[src/rtl/wfg_core_seq_pkg.sv]
// rtl/wfg_core_seq_pkg.sv - shared types and field positions for the wfg_core sequencer
//
// Contents:
//   seq_state_t      sequencer FSM states
//   wfg_seq_entry_t  one table entry {rpt, subcycle, sync}
//   *_LSB / *_W      bit positions of the fields inside a 32-bit table write word
package wfg_core_seq_pkg;

    typedef enum logic [1:0] {
        ST_IDLE = 2'd0,
        ST_LOAD = 2'd1,
        ST_RUN  = 2'd2,
        ST_STOP = 2'd3
    } seq_state_t;

    // rpt = R means the entry is held for R+1 sync periods
    typedef struct packed {
        logic [7:0]  rpt;
        logic [15:0] subcycle;
        logic [7:0]  sync;
    } wfg_seq_entry_t;

    localparam int SYNC_LSB = 0;
    localparam int SYNC_W   = 8;
    localparam int SUB_LSB  = 8;
    localparam int SUB_W    = 16;
    localparam int REP_LSB  = 24;
    localparam int REP_W    = 8;

endpackage

[src/rtl/wfg_core_seq_tbl.sv]
// rtl/wfg_core_seq_tbl.sv - DEPTH-entry flop register file holding sequencer pattern entries
//
// Ports:
//   clk, rst_n  clock, asynchronous active-low reset (clears every entry)
//   we          write strobe
//   waddr       write index
//   wdata       32-bit entry word, split into fields on write
//   raddr       read index
//   rdata       combinational read of entry[raddr]
module wfg_core_seq_tbl
    import wfg_core_seq_pkg::*;
#(
    parameter int DEPTH = 8,
    localparam int AW = $clog2(DEPTH)
) (
    input  logic           clk,
    input  logic           rst_n,
    input  logic           we,
    input  logic [AW-1:0]  waddr,
    input  logic [31:0]    wdata,
    input  logic [AW-1:0]  raddr,
    output wfg_seq_entry_t rdata
);

    wfg_seq_entry_t mem [DEPTH];
    wfg_seq_entry_t wentry;

    always_comb begin
        wentry          = '0;
        wentry.sync     = wdata[SYNC_LSB +: SYNC_W];
        wentry.subcycle = wdata[SUB_LSB +: SUB_W];
        wentry.rpt      = wdata[REP_LSB +: REP_W];
    end

    always_ff @(posedge clk or negedge rst_n) begin
        if (!rst_n) begin
            for (int i = 0; i < DEPTH; i++) begin
                mem[i] <= '0;
            end
        end else if (we) begin
            mem[waddr] <= wentry;
        end
    end

    assign rdata = mem[raddr];

endmodule

[src/rtl/wfg_core_seq.sv]
// rtl/wfg_core_seq.sv - table-driven sequencer that reconfigures wfg_core at sync-period boundaries
//
// Ports:
//   clk, rst_n              clock, asynchronous active-low reset
//   start_i / stop_i        start at entry 0 / graceful stop at end of current sync period
//   loop_i                  wrap to entry 0 after the last entry
//   num_entries_i           number of valid entries (clamped to DEPTH)
//   tbl_we_i/addr_i/wdata_i table write port
//   wfg_pat_sync_i          sync pulse from wfg_core
//   core_en_o, core_sync_count_o, core_subcycle_count_o  wfg_core enable and configuration
//   busy_o, entry_idx_o, done_o                          status
module wfg_core_seq
    import wfg_core_seq_pkg::*;
#(
    parameter int DEPTH = 8,
    localparam int AW = $clog2(DEPTH)
) (
    input  logic          clk,
    input  logic          rst_n,
    input  logic          start_i,
    input  logic          stop_i,
    input  logic          loop_i,
    input  logic [AW:0]   num_entries_i,
    input  logic          tbl_we_i,
    input  logic [AW-1:0] tbl_addr_i,
    input  logic [31:0]   tbl_wdata_i,
    input  logic          wfg_pat_sync_i,
    output logic          core_en_o,
    output logic [7:0]    core_sync_count_o,
    output logic [15:0]   core_subcycle_count_o,
    output logic          busy_o,
    output logic [AW-1:0] entry_idx_o,
    output logic          done_o
);

    localparam logic [AW:0] DEPTH_N = (AW+1)'(DEPTH);

    seq_state_t     state, nxt_state;
    logic [AW-1:0]  idx;
    logic [7:0]     rep_cnt;
    logic [7:0]     cur_rep;
    logic           stop_pend;
    wfg_seq_entry_t rd_entry;

    logic [AW:0]    eff_num;
    logic           is_last;
    logic           idx_zero;
    logic           idx_inc;
    logic           en_d;

    wfg_core_seq_tbl #(.DEPTH(DEPTH)) u_tbl (
        .clk   (clk),
        .rst_n (rst_n),
        .we    (tbl_we_i),
        .waddr (tbl_addr_i),
        .wdata (tbl_wdata_i),
        .raddr (idx),
        .rdata (rd_entry)
    );

    assign eff_num = (num_entries_i > DEPTH_N) ? DEPTH_N : num_entries_i;
    // ">=" rather than "==" so a table shrunk below idx+1 mid-run ends at the current entry
    assign is_last = (({1'b0, idx} + (AW+1)'(1)) >= eff_num);

    // State register
    always_ff @(posedge clk or negedge rst_n) begin
        if (!rst_n) begin
            state <= ST_IDLE;
        end else begin
            state <= nxt_state;
        end
    end

    // Next-state logic and index-update decisions
    always_comb begin
        nxt_state = state;
        idx_zero  = 1'b0;
        idx_inc   = 1'b0;
        case (state)
            ST_IDLE: begin
                if (start_i && !stop_i && (eff_num != '0)) begin
                    nxt_state = ST_LOAD;
                    idx_zero  = 1'b1;
                end
            end
            ST_LOAD: nxt_state = ST_RUN;
            ST_RUN: begin
                if (wfg_pat_sync_i) begin
                    // a stop_i coincident with the sync pulse counts for this pulse
                    if (stop_pend || stop_i) begin
                        nxt_state = ST_STOP;
                    end else if (rep_cnt == cur_rep) begin
                        if (!is_last) begin
                            nxt_state = ST_LOAD;
                            idx_inc   = 1'b1;
                        end else if (loop_i) begin
                            nxt_state = ST_LOAD;
                            idx_zero  = 1'b1;
                        end else begin
                            nxt_state = ST_STOP;
                        end
                    end
                end
            end
            ST_STOP: nxt_state = ST_IDLE;
            default: nxt_state = ST_IDLE;
        endcase
    end

    // Output decode. Enable is registered so it rises on the same edge that loads the
    // first config, and stays high across LOAD between entries.
    always_comb begin
        en_d   = 1'b0;
        done_o = 1'b0;
        busy_o = (state != ST_IDLE);
        case (state)
            ST_LOAD: en_d = 1'b1;
            ST_RUN:  en_d = (nxt_state != ST_STOP);
            ST_STOP: done_o = 1'b1;
            default: en_d = 1'b0;
        endcase
    end

    // Datapath: index, repeat counter, stop request, core configuration
    always_ff @(posedge clk or negedge rst_n) begin
        if (!rst_n) begin
            idx                   <= '0;
            rep_cnt               <= '0;
            cur_rep               <= '0;
            stop_pend             <= 1'b0;
            core_en_o             <= 1'b0;
            core_sync_count_o     <= '0;
            core_subcycle_count_o <= '0;
        end else begin
            core_en_o <= en_d;

            if (idx_zero) begin
                idx <= '0;
            end else if (idx_inc) begin
                idx <= idx + AW'(1);
            end

            if ((state == ST_LOAD) || (state == ST_RUN)) begin
                if (stop_i) begin
                    stop_pend <= 1'b1;
                end
            end else begin
                stop_pend <= 1'b0;
            end

            if (state == ST_LOAD) begin
                core_sync_count_o     <= rd_entry.sync;
                core_subcycle_count_o <= rd_entry.subcycle;
                cur_rep               <= rd_entry.rpt;
                rep_cnt               <= '0;
            end else if ((state == ST_RUN) && wfg_pat_sync_i && (rep_cnt != cur_rep)) begin
                // compared before increment, so rep_cnt never exceeds cur_rep and never wraps
                rep_cnt <= rep_cnt + 8'd1;
            end
        end
    end

    assign entry_idx_o = idx;

endmodule

[config.mk]
export PLATFORM = sky130hd
export DESIGN_NAME = wfg_core_seq
export DESIGN_NICKNAME = d
export VERILOG_FILES = /design/src/rtl/wfg_core_seq_pkg.sv /design/src/rtl/wfg_core_seq_tbl.sv /design/src/rtl/wfg_core_seq.sv
export SDC_FILE = /design/constraint.sdc
export NUM_CORES = 1
export LEC_CHECK = 0
export BUFFER_PORTS_ARGS = -buffer_cell sky130_fd_sc_hd__buf_2
export CORE_ASPECT_RATIO = 1.25
export CORE_MARGIN = 4
export CORE_UTILIZATION = 40
export DETAILED_ROUTE_END_ITERATION = 10
export GPL_TIMING_DRIVEN = 0
export SYNTH_ARGS = -nofsm -noshare
export SYNTH_HDL_FRONTEND = slang
export SYNTH_SLANG_ARGS = --single-unit
[constraint.sdc]
create_clock -name clk -period 7.3 [get_ports clk]
set_input_delay 0.73 -clock clk [delete_from_list [all_inputs] [get_ports clk]]
set_output_delay 0.73 -clock clk [all_outputs]
set_load 0.03 [all_outputs]
* Yosys cells after proc, flatten, opt, wreduce, memory -nomap -nowiden
Index checks and enable logic that the tools add are counted.
** Storage, ports and cells
- Bits in registers :: 303
- Input port bits :: 46
- Output and inout bits :: 30
- Logic and storage cells :: 96
** Cells by class
- $add $sub $neg :: 3
- $lt $le $gt $ge :: 5
- Equality and inequality tests :: 7
- Muxes and demuxes :: 34
- Bitwise operators :: 2
- Reductions and logical operators :: 13
** Operators with widths (number)
- bitwise mux 256 bit :: 1
- binary-select mux 32 bit (select 3 bit) :: 1
- demux 32 bit (select 3 bit) :: 1
- two-way mux 32 bit :: 3
- two-way mux 8 bit :: 2
- two-way mux 1 bit :: 14
- two-way mux 2 bit :: 6
- adder 8 x 1 -> 8 bit (second input constant) :: 1
- == test 8 bit :: 1
- greater-or-equal comparator 4 bit (second input constant) :: 2
- != test 8 bit :: 1
- NOT 3 -> 4 bit :: 2
- case mux 2 bit (4 select lines) :: 1
- two-way mux 3 bit :: 2
- nonzero test 2 bit :: 3
- logical AND 1 bit :: 5
- adder 3 x 1 -> 4 bit (second input constant) :: 1
- == test 2 bit (second input constant) :: 2
- greater-or-equal comparator 4 bit :: 1
- > comparator 4 bit (second input constant) :: 1
- < comparator 4 x 1 -> 1 bit (second input constant) :: 1
- two-way mux 4 bit :: 1
- != test 2 bit (second input constant) :: 2
- case mux 1 bit (2 select lines) :: 2
- 6 further kinds :: 7

* Logic depth before layout (Yosys ltp)
- Word-level depth :: 10
- Gate-level depth with buffers :: 9
- Mapped depth without buffers :: 8

* Cells and area by module
Synthesis repeated with hierarchy kept, for this count alone.
** Second synthesis, totals
- Cells, all modules :: 848
- Area total of the unflattened synthesis :: 13880.8 um2
** Modules (own cells, without submodules)
- wfg_core_seq_tbl :: instances 1, cells an instance 665, area an instance 11634.9 um2, sequential area each 6406.1 um2
- wfg_core_seq :: instances 1, cells an instance 183, area an instance 2245.9 um2, sequential area each 1176.1 um2

* Least setup slack after synthesis
OpenSTA, ideal clock, no wires.
- Kind :: register -> register
- Start point :: register idx[2], in the netlist entry_idx_o[2]
- End point :: register core_en_o
- Library setup time :: 0.132 ns
- Arrival :: 2.379 ns
- Required time :: 7.168 ns
- Slack :: 4.789 ns
- Stages on the path, launching flop included :: 10
- Path buffers :: 2
- Period minus slack after synthesis :: 2.511 ns
- Cell sequence :: dfrtp_1 -> clkbuf_1 -> buf_2 -> and3_1 -> ha_1 -> a2111oi_2 -> or3_4 -> nor3b_2 -> o221a_1 -> a31oi_1
** Between the ends
- Word-level cells in the longest chain between the ends :: 9
** Ends and longest elaborated chain
- start, declared :: line wfg_core_seq.sv:39 : logic [AW-1:0] idx;
- start signal, assigned :: line wfg_core_seq.sv:140 : idx <= idx + AW'(1);
- adder 3 x 1 -> 4 bit :: line wfg_core_seq.sv:63 : assign is_last = (({1'b0, idx} + (AW+1)'(1)) >= eff_num);
- greater-or-equal comparator 4 bit :: line wfg_core_seq.sv:63
- two-way mux 2 bit :: line wfg_core_seq.sv:93 : if (!is_last) begin
- two-way mux 2 bit :: line wfg_core_seq.sv:92 : end else if (rep_cnt == cur_rep) begin
- two-way mux 2 bit :: line wfg_core_seq.sv:90 : if (stop_pend || stop_i) begin
- two-way mux 2 bit :: line wfg_core_seq.sv:88 : if (wfg_pat_sync_i) begin
- case mux 2 bit (4 select lines) :: line wfg_core_seq.sv:79 : case (state)
- != test 2 bit :: line wfg_core_seq.sv:118 : ST_RUN: en_d = (nxt_state != ST_STOP);
- case mux 1 bit (2 select lines) :: line wfg_core_seq.sv:116 : case (state)
- via en_d :: line wfg_core_seq.sv:49 : logic en_d;
- end signal, assigned :: line wfg_core_seq.sv:135 : core_en_o <= en_d;
- end, declared :: line wfg_core_seq.sv:28 : output logic core_en_o,
The timed path passes the listed nets, and every way through them passes these cells.
A chain may end at the register's enable or synchronous reset.

* Worst setup path in the final report
- Start point :: register idx[1], in the netlist entry_idx_o[1]
- End point :: register core_en_o
Same word-level chain as after synthesis.

==> qor.yml <==
status: "finished clean"
combPwrFrac_pct: 22.0
dieWidth_um: 173
grt_util_all_layers_pct: 16.7
dr.first_iter.drc_count: 324
cts-resized-gates: 0
post-route-period-util_pct: 40.4
r2r_start: "entry_idx_o[1]"
cts_tree: "yes"
clockPowerShare_pct: 31.5
leakage_nw: 6.52
utilization_pct: 46.4
crit_fanout: 10
yosys_warnings: 0
finalPower_mw: 5.00
yosysSeqAreaShare_pct: 55.8
ant_nets: 0
diodes: 0
initial_utilization_pct: 40.5
worstPathArrival_ps: 3380
portBuffers: 72
power.switching_mw: 1.43
setup_violations: 0
crit_path_end_kind: "register"
postSynthCellCount: 883
clkTransAtPathRegs_ps: 60
r2r-end: "core_en_o"
top_layer_used: "met5"
cts_buffer_depth: 3
hold_ws_ps: 206
vias_per_cell: 5.37
peakVddDrop_uv: 206
dr_wl_met2_um: 16000
power.density_nw_per_um2: 322
cts_hold_buf: 0
cp-start-kind: "register"
antenna_found_initial: 3
r2r_cells: 9
drt-pass1-iter-count: 4
setup-tns-final_ps: 0
crit_type: "register to register"
ys_ff_latch: 303
worstPathRequired_ps: 7730
syn_nets: 940
finalHoldViolCount: 0
synth-edff-count: 0
nNetsFinal: 1046
drive_gt1_share_pct: 49.1
min_period_ps: 2950
avgSynthCellArea_um2: 15.4
switching_share_pct: 28.7
tightest_slew_ps: 815
cap_violations: 0
dp_hpwl_um: 19800
layout_common_cells: "dfrtp_1 (303), mux2_2 (255), buf_2 (107), mux4_2 (64), nor2_1 (46)"
grt_setup_unrepaired: "no"
synth_cell_types: 41
area_growth_pct: 14.5
gr-total-overflow: 0
die_h_um: 214
route.detailed.drc: 0
reg2reg_slack_ps: 4350
synth_area_um2: 13600
relSlewSlack_pct: 45.7
grt_pass1_vias: 8268
async_reset_ff_share_pct: 100
post-cts-setup-buffer-count: 0
hold_class: "input pin to async pin"
wirelength_um: 30600
root_buffer: "clkbuf_16"
fmax_ghz: 0.339
ios: 76
grt_pass1_wl_um: 49000
layout_commonest_cell: "dfrtp_1"
grt_max_degree: 110
pwr-share-seq_pct: 46.4
wl_met3_um: 852
htree_levels: 1
cts.sinks: 303
clk_latency_ps: 560
via_count: 7698
gp_congestion: 0.749
internal-power_mw: 3.57
synthFlopType: "dfrtp_1"
clock_skew_ps: 13.2
met1_length_um: 13300
cts_buffers: 30
routedWlPerCell_um: 21.4
die_area_um2: 37000
num_rows: 75
drv_slew: 0
design.core.area_um2: 33500
[synthesized netlist by cell type, types with 4 or more instances]
cell	number	area share (%)
nand4_1	5	0.23
xor2_1	4	0.26
nand2_1	10	0.28
dfrtp_1	303	56
nand3_1	5	0.18
mux2i_1	33	2.4
inv_1	5	0.14
buf_2	36	1.3
mux2_2	255	21
xnor2_1	14	0.90
ha_1	11	1.0
buf_4	5	0.28
nor2_1	46	1.3
nor3_1	5	0.18
mux4_2	64	11
clkbuf_1	11	0.30
a21oi_1	33	1.2
[worst max path at each step]
stage / end / slack (ps) / from / depth (start not counted)
floorplan: core_en_o / 4790 / entry_idx_o[2] / 9
global placement: core_sync_count_o[4] / -360 / rst_n / 1
detailed placement: core_en_o / 4310 / entry_idx_o[1] / 9
CTS: core_en_o / 4300 / entry_idx_o[1] / 9
global route: core_en_o / 4190 / entry_idx_o[1] / 9
finish: core_en_o / 4350 / entry_idx_o[1] / 9
[sequential cells by signal (all words and copies together), names as in the netlist]
signal and flops:
core_en_o 1, core_subcycle_count_o 16, core_sync_count_o 8, rep_cnt 8, cur_rep 8, entry_idx_o 3
state 2, stop_pend 1, u_tbl.mem 256
[per-layer routing]
| layer | GRT usage, % | vias up |
|---|---|---|
| li1 | - | 3456 |
| met1 | 22.2 | 4114 |
| met2 | 29.7 | 84 |
| met3 | 2.19 | 38 |
| met4 | 3.49 | 6 |
| met5 | 0 | - |
[metrics by stage]
stage | cell area [um2] | instances | worst slack, ps
6_report | 15500 | 1434 | 4350
5_1_grt | 15500 | 1434 | 4190
4_1_cts | 15500 | 1434 | 4300
3_5_place_dp | 14500 | 1380 | 4310
3_3_place_gp | 14500 | 1378 | -361
2_1_floorplan | 13600 | 883 | 4790
[cell families after synthesis]
family | synth area share (%)
AND/OR/NAND/NOR | 3.71
AO/OA/AOI/OAI | 1.80
multiplexers | 34.3
buffers and inverters | 2.18
XOR/XNOR | 1.16
flip-flops | 55.8
adder cells (fa/ha/maj) | 1.01
[final cells by class]
class                   instances  area (um2)
clock buffers                  48         960
plain buffers                  55         278
clock inverters                 6        55.1
fillers                      2967       18000
flip-flops and latches        303        7580
well taps                     423         529
repair buffers                 74         425
inverters                       5        18.8
multi-input cells             520        5700
[worst max-delay path, cell delays in order (launching register included)]
cell and delay, ps:
dfrtp_1 470, buf_2 310, buf_1 620, and3_1 270, ha_1 200, a2111oi_2 60
or3_4 410, nor3b_2 170, o221a_1 220, a31oi_1 90
[power by group through the flow]
stage               clock network, mW  logic (mW)  registers (mW)
finish                           1.58        1.10            2.32
global route                     1.69        1.21            2.37
CTS                              1.61        1.12            2.32
detailed placement                  0        1.12            2.35
global placement                    0        1.09            2.34
floorplan                           0       0.683            2.42
No activity file was read; power rests on OpenSTA's default activity.
